===== config.mk =====
export PLATFORM = sky130hd
export DESIGN_NAME = sram_1p_arbiter
export DESIGN_NICKNAME = d
export VERILOG_FILES = /design/src/rtl/sram_1p_arbiter.sv
export SDC_FILE = /design/constraint.sdc
export NUM_CORES = 1
export LEC_CHECK = 0
export ABC_AREA = 1
export CELL_PAD_IN_SITES_DETAIL_PLACEMENT = 1
export CELL_PAD_IN_SITES_GLOBAL_PLACEMENT = 2
export CORE_MARGIN = 10
export CORE_UTILIZATION = 16
export CTS_BUF_LIST = sky130_fd_sc_hd__clkbuf_4 sky130_fd_sc_hd__clkbuf_8
export DETAILED_ROUTE_END_ITERATION = 16
export PLACE_DENSITY_LB_ADDON = 0.1
export SETUP_SLACK_MARGIN = 0.5
export SLEW_MARGIN = 20
export SYNTH_ARGS = -nofsm -noshare
export SYNTH_HDL_FRONTEND = slang
export SYNTH_SLANG_ARGS = --single-unit
export TNS_END_PERCENT = 20

===== constraint.sdc =====
create_clock -name clock -period 2.7 [get_ports clock]
set_clock_uncertainty 0.05 [all_clocks]
set_input_delay 0.54 -clock clock [delete_from_list [all_inputs] [get_ports clock]]
set_output_delay 0.54 -clock clock [all_outputs]
set_load 0.05 [all_outputs]

===== src/rtl/sram_1p_arbiter.sv =====
// Read/write arbiter and controller for one single-port synchronous SRAM macro.
// Optional post-reset array clear is enabled by defining SRAM_ARB_INIT_EN.
module sram_1p_arbiter #(
  parameter int DEPTH = 128,
  parameter int AW    = 7,
  parameter int DW    = 20
) (
  input  logic          clock,
  input  logic          reset,
  input  logic          rd_valid,
  input  logic [AW-1:0] rd_addr,
  output logic          rd_ready,
  output logic          rd_resp_valid,
  output logic [DW-1:0] rd_data,
  input  logic          wr_valid,
  input  logic [AW-1:0] wr_addr,
  input  logic [DW-1:0] wr_data,
  output logic          wr_ready,
  output logic          init_done,
  output logic          sram_ceb,
  output logic          sram_web,
  output logic [AW-1:0] sram_a,
  output logic [DW-1:0] sram_d,
  input  logic [DW-1:0] sram_q
);

  logic          run;
  logic          init_wr;
  logic [AW-1:0] init_addr;
  logic          rd_grant;
  logic          wr_grant;
  logic          last_wr_reg;
  logic          resp_reg;
  logic [DW-1:0] hold_reg;

`ifdef SRAM_ARB_INIT_EN
  typedef enum logic {INIT, RUN} state_t;

  state_t        state_reg, state_next;
  logic [AW-1:0] cnt_reg, cnt_next;

  always_ff @(posedge clock or posedge reset) begin
    if (reset) begin
      state_reg <= INIT;
      cnt_reg   <= '0;
    end else begin
      state_reg <= state_next;
      cnt_reg   <= cnt_next;
    end
  end

  // Outputs are held at their reset values while reset is asserted.
  always_comb begin
    state_next = state_reg;
    cnt_next   = cnt_reg;
    init_wr    = 1'b0;
    run        = 1'b0;
    if (!reset) begin
      case (state_reg)
        INIT: begin
          init_wr  = 1'b1;
          cnt_next = cnt_reg + 1'b1;
          if (cnt_reg == AW'(DEPTH - 1))
            state_next = RUN;
        end
        RUN:     run = 1'b1;
        default: state_next = INIT;
      endcase
    end
  end

  assign init_addr = cnt_reg;
`else
  assign run       = ~reset;
  assign init_wr   = 1'b0;
  assign init_addr = '0;
`endif

  // Round-robin only matters under contention: last_wr=1 lets the read win.
  assign rd_grant  = run & rd_valid & (~wr_valid | last_wr_reg);
  assign wr_grant  = run & wr_valid & (~rd_valid | ~last_wr_reg);
  assign rd_ready  = rd_grant;
  assign wr_ready  = wr_grant;
  assign init_done = run;

  always_comb begin
    sram_ceb = 1'b1;
    sram_web = 1'b1;
    sram_a   = '0;
    sram_d   = '0;
    if (init_wr) begin
      sram_ceb = 1'b0;
      sram_web = 1'b0;
      sram_a   = init_addr;
    end else if (wr_grant) begin
      sram_ceb = 1'b0;
      sram_web = 1'b0;
      sram_a   = wr_addr;
      sram_d   = wr_data;
    end else if (rd_grant) begin
      sram_ceb = 1'b0;
      sram_a   = rd_addr;
    end
  end

  always_ff @(posedge clock or posedge reset) begin
    if (reset) begin
      last_wr_reg <= 1'b1;
      resp_reg    <= 1'b0;
      hold_reg    <= '0;
    end else begin
      if (wr_grant)
        last_wr_reg <= 1'b1;
      else if (rd_grant)
        last_wr_reg <= 1'b0;
      resp_reg <= rd_grant;
      if (resp_reg)
        hold_reg <= sram_q;
    end
  end

  // Macro Q is only meaningful in the response cycle; otherwise replay the held word.
  assign rd_resp_valid = resp_reg;
  assign rd_data       = resp_reg ? sram_q : hold_reg;

endmodule


==> results.yml, run 1 <==
timing:
  setup_viol: 0
  fmax_ghz: 0.4671
  setup_slack_ps: 559.1
  min_period_ps: 2141
  slew_violations: 0
  finalHoldViolCount: 0
  fin_crit_sh_pct: 79.29
  maxSlewHeadroom_pct: 69.58
  fin_tns_setup_ps: 0
  holdWs_ps: 446.1
  tightest_slew_ps: 451.5
  rsz0062_at_grt: "true"
die:
  fp.dieW_um: 107.0
  initial_utilization_pct: 16.59
  fp-row-count: 31
  fp.dieH_um: 107.0
  core_area_mm2: 0.007292
  ioPinCount: 111
  dieArea_mm2: 0.01144
power:
  leakage_nw: 1.438
  cell_internal_pwr_w: 0.001013
  power_density_mw_per_mm2: 515.5
  power.share.clock_pct: 18.3
  vdd_drop_max_v: 0.0002559
  swShare_pct: 38.47
  power_w: 0.001646
  switchingPower_w: 0.0006332
  p_seq_share_pct: 24.6
  power_frac_comb_pct: 57.1
final_layout:
  drive_gt1_share_pct: 33.92
  final_common_cell: "clkdlybuf4s50_1"
  nets: 342
  syn_to_final_growth_pct: 163.9
  diodes: 0
  most-common-layout-cells: "clkdlybuf4s50_1, buf_12, inv_1"
  design_area_mm2: 0.003193
  largest_reg_flops: 20
route:
  postRouteAntennaNets: 0
  vias: 1468
  remaining_drc_errors: 0
  first_iter_violations: 34
  dr.pass1.iters: 4
  viasPerCell: 3.843
  wl_per_cell_um: 15.83
  wirelength_um: 6047
clock_tree:
  holdBufCountCts: 0
  ctsRootBufferMaster: "clkbuf_8"
  cts.sinks: 22
  clockBufferDepth: 2
  numCtsBuffers: 3
  clkLatencyLatePin_ps: 260
  cts-htree-levels: 1
  clk_pin_slew_ps: 80
  cts_tree: "done"
synth:
  yosysUniqueCellTypes: 18
  yosys-top-cells-area: "dfrtp_1, inv_1, nand2_1"
  synth_top_area_cell: "dfrtp_1"
  ys_warn_count: 0
  yosysSeqAreaShare_pct: 45.60
  yosysTopAreaCellShare_pct: 43.43
  postSynthAreaPerCell_um2: 7.333
  synth_cells: 165
  ys_ff_latch: 22
  synth_fp_nets: 223
  synth_area_mm2: 0.001210
grt:
  antenna_found_initial: 0
  overflow: 0
  track_usage_pct: 10.32
  grt_first_pass_wirelength_um: 9315
  grt_max_degree: 42
  grt_pass1_vias: 1549
flow_run:
  max_cap_viol_count: 0
worst_setup_path:
  cp-start-kind: "input port"
  end_kind: "output port"
  critical_path.max_fanout: 7
  worstPathRequired_ps: 2110
  crit_type: "input port to output port"
  cp.arrival_ps: 1550
place:
  dp_hpwl_um: 4842
  gp_congestion: 0.6813
  dpl_worst_slack_ps: 109.9
  portBuffers: 110
  placed_area_mm2: 0.002915
worst_hold_path:
  hp-class: "input port to async pin"
status:
  status: "complete, no violations"
==> timing repair <==
| action | 4_1_cts | 5_1_grt |
|---|---|---|
| setup endpoints to repair | 32 | 29 |
| gates cloned | 3 | 0 |
| setup buffers | 4 | 0 |
| resized for setup | 40 | 6 |
| pin swaps | 4 | 3 |
==> synthesized netlist by cell type, drive strengths merged <==
master and count:
inv 44, nand2 32, dfrtp 21, nor2 21
o21ai 21, nand3 9, nand4 7, buf 6
clkbuf 2, a21oi 1, dfstp 1
==> cell type report <==
cell class	count	area, um2
clock buffers	3	41.29
clock inverters	1	30.03
fillers	837	4099
inverters	44	167.7
multi-input cells	94	580.6
flip-flops and latches	22	551.8
well taps	99	123.9
repair buffers	119	1698
==> power groups by stage <==
stage | Clock [W] | Sequential (W) | Combinational (W)
2_1_floorplan | 0 | 0.000414 | 0.000411
3_3_place_gp | 0 | 0.000411 | 0.000908
3_5_place_dp | 0 | 0.000413 | 0.000910
4_1_cts | 0.000319 | 0.000406 | 0.000953
5_1_grt | 0.000338 | 0.000413 | 0.000988
6_report | 0.000302 | 0.000405 | 0.000940
==> stage by stage <==
| stage | util (%) | std cells |
|---|---|---|
| 2_1_floorplan | - | 165 |
| 3_3_place_gp | 39.98 | 371 |
| 3_5_place_dp | 39.98 | 371 |
| 4_1_cts | 43.86 | 382 |
| 5_1_grt | 43.79 | 382 |
| 6_report | 43.79 | 382 |
==> critical path, stage by stage <==
cell,delay [ps]
clkdlybuf4s15_1,250
nand2_4,200
nand3_4,220
nor2_4,190
buf_12,150
==> cell families after synthesis <==
| group | Yosys count | synth area share, % |
|---|---|---|
| DFF | 22 | 45.61 |
| and+or+nand+nor | 69 | 26.47 |
| AOI/OAI and AO/OA | 22 | 9.100 |
| buffers and inverters | 52 | 18.82 |
==> final timing paths <==
check	from	end	slack [ps]	cells past startpoint
max in group asynchronous	reset	last_wr_reg	1720	4
worst min register to register	last_wr_reg	last_wr_reg	470	2
worst min-delay path	reset	hold_reg[1]	450	3
worst max-delay path	rd_valid	sram_d[15]	560	5
worst max register to register	rd_resp_valid	hold_reg[14]	1430	2
min in group clock	last_wr_reg	last_wr_reg	470	2
==> layer usage <==
metal	track usage (%)	up-vias	part of all wire (%)
li1	-	735	-
met1	11.81	681	39
met2	18.39	48	53
met3	3.772	4	6.8
met4	1.257	0	0.66
met5	0	-	0
No activity file was read; power rests on OpenSTA's default activity.
==> run 2: changes to the inputs <==
CORE_UTILIZATION = 13   (was 16)
clock period = 1.9 ns   (was 2.7 ns; I/O delays follow)
==> run 2 against run 1 <==
Net effect: register-to-register slack got worse by 640 ps; combinational power increased by 68%; final area increased by 18%; count of clock-buffer cells in the layout stayed put; critical endpoint is now sram_d[0]; power increased by 57%; utilization is 2.5 points lower; via count increased by 3.4%; setup slack worse by 490 ps; die area grew 19%; wire length rose by 0.91%.
==> results.yml, run 2 (synthesis results as in run 1) <==
status:
  status: "complete, no violations"
final_layout:
  nets: 347
  layout.cells.non_filler: 399
  most-common-layout-cells: "buf_12, clkdlybuf4s50_1, inv_1"
  syn_to_final_growth_pct: 212.5
  final_common_cell: "buf_12"
  largest_reg_flops: 20
  drive_gt1_share_pct: 55.56
  diodes: 0
place:
  dp_hpwl_um: 5175
  dp.cells: 393
  gp_congestion: 0.6669
  portBuffers: 110
die:
  core_area_mm2: 0.009153
  initial_utilization_pct: 13.22
  dieArea_mm2: 0.01357
  ioPinCount: 111
  fp.dieW_um: 116.5
  fp.dieH_um: 116.5
  fp-row-count: 35
worst_setup_path:
  worstPathRequired_ps: 1470
  cp-start-kind: "register"
  cp.arrival_ps: 1400
  end_kind: "output port"
  crit_type: "register to output port"
  critical_path.max_fanout: 8
clock_tree:
  clkLatencyLatePin_ps: 260
  clockBufferDepth: 2
  holdBufCountCts: 0
  cts-htree-levels: 1
  numCtsBuffers: 3
  clk_pin_slew_ps: 80
  cts.sinks: 22
  cts_tree: "done"
  ctsRootBufferMaster: "clkbuf_8"
timing:
  min_period_ps: 1835
  maxSlewHeadroom_pct: 80.56
  fin_tns_setup_ps: 0
  tightest_slew_ps: 290.9
  fmax_ghz: 0.5451
  finalHoldViolCount: 0
  holdWs_ps: 351.3
  fin_crit_sh_pct: 96.55
  rsz0062_at_grt: "true"
  setup_viol: 0
  slew_violations: 0
route:
  dr.pass1.iters: 2
  first_iter_violations: 47
  vias: 1518
  wl_per_cell_um: 15.29
  viasPerCell: 3.805
  wirelength_um: 6102
  remaining_drc_errors: 0
  postRouteAntennaNets: 0
grt:
  grt_first_pass_wirelength_um: 9694
  overflow: 0
  antenna_found_initial: 0
  grt_pass1_vias: 1750
  grt_max_degree: 24
  track_usage_pct: 9.025
flow_run:
  max_cap_viol_count: 0
power:
  leakage_nw: 1.705
  power_density_mw_per_mm2: 685.2
  power_w: 0.002591
  vdd_drop_max_v: 0.0002710
worst_hold_path:
  hp-class: "input port to async pin"
==> run 2: cell type report <==
| cell class | count | area, um2 |
|---|---|---|
| repair buffers | 127 | 1822 |
| fillers | 993 | 5371 |
| clock buffers | 3 | 41.29 |
| well taps | 111 | 138.9 |
| clock inverters | 1 | 30.03 |
| inverters | 44 | 167.7 |
| multi-input cells | 91 | 1028 |
| flip-flops and latches | 22 | 553.0 |
==> run 2: routing by layer <==
metal / GRT usage, % / share of wire (%) / up-vias
met2: 14.14 / 48 / 64
met5: 0 / 0 / -
met1: 10.19 / 38 / 714
met4: 2.002 / 0.79 / 0
met3: 5.598 / 14 / 2
li1: - / - / 738
==> run 2: what timing repair did <==
| item | in CTS | in global routing |
|---|---|---|
| pin swaps | 4 | 34 |
| hold endpoints to repair | 0 | 0 |
| resized for setup | 36 | 52 |
| cloned | 1 | 0 |
| buffers inserted | 1 | 0 |
| endpoints found under the setup margin | 54 | 54 |
==> run 2: path summary, 6_finish.rpt <==
| check | start | end | slack, ps | cells past startpoint |
|---|---|---|---|---|
| worst max register to register | last_wr_reg | rd_resp_valid | 790 | 3 |
| min in group clock | last_wr_reg | last_wr_reg | 470 | 2 |
| max in group asynchronous | reset | last_wr_reg | 1080 | 5 |
| worst max-delay path | last_wr_reg | sram_d[0] | 70 | 5 |
| worst min-delay path | reset | hold_reg[14] | 350 | 4 |
| worst min register to register | last_wr_reg | last_wr_reg | 470 | 2 |
==> run 2: power by group <==
part	total, W	switching, W	leakage (nW)	internal, W
clock	0.000439	0.000157	0.0357	0.000281
sequential	0.000577	0.0000246	0.269	0.000553
combinational	0.00158	0.000845	1.40	0.000730
total	0.00259	0.00103	1.70	0.00156
==> run 2: critical path, cell delays in order, from the launching register on <==
cell     delay (ps)
dfstp_2         580
nand2_4          70
nand3_4         120
buf_12          180
nor2_4           50
buf_12          140
==> run 2: per-stage QoR <==
| stage | worst slack, ps | util, % | area, um2 |
|---|---|---|---|
| detailed placement | -144.8 | 36.49 | 3339 |
| global placement | -105.5 | 36.49 | 3339 |
| floorplan | 282.5 | - | 1546 |
| finish | 65.47 | 41.31 | 3781 |
| CTS | 27.28 | 39.25 | 3592 |
| global route | 0.4310 | 41.31 | 3781 |
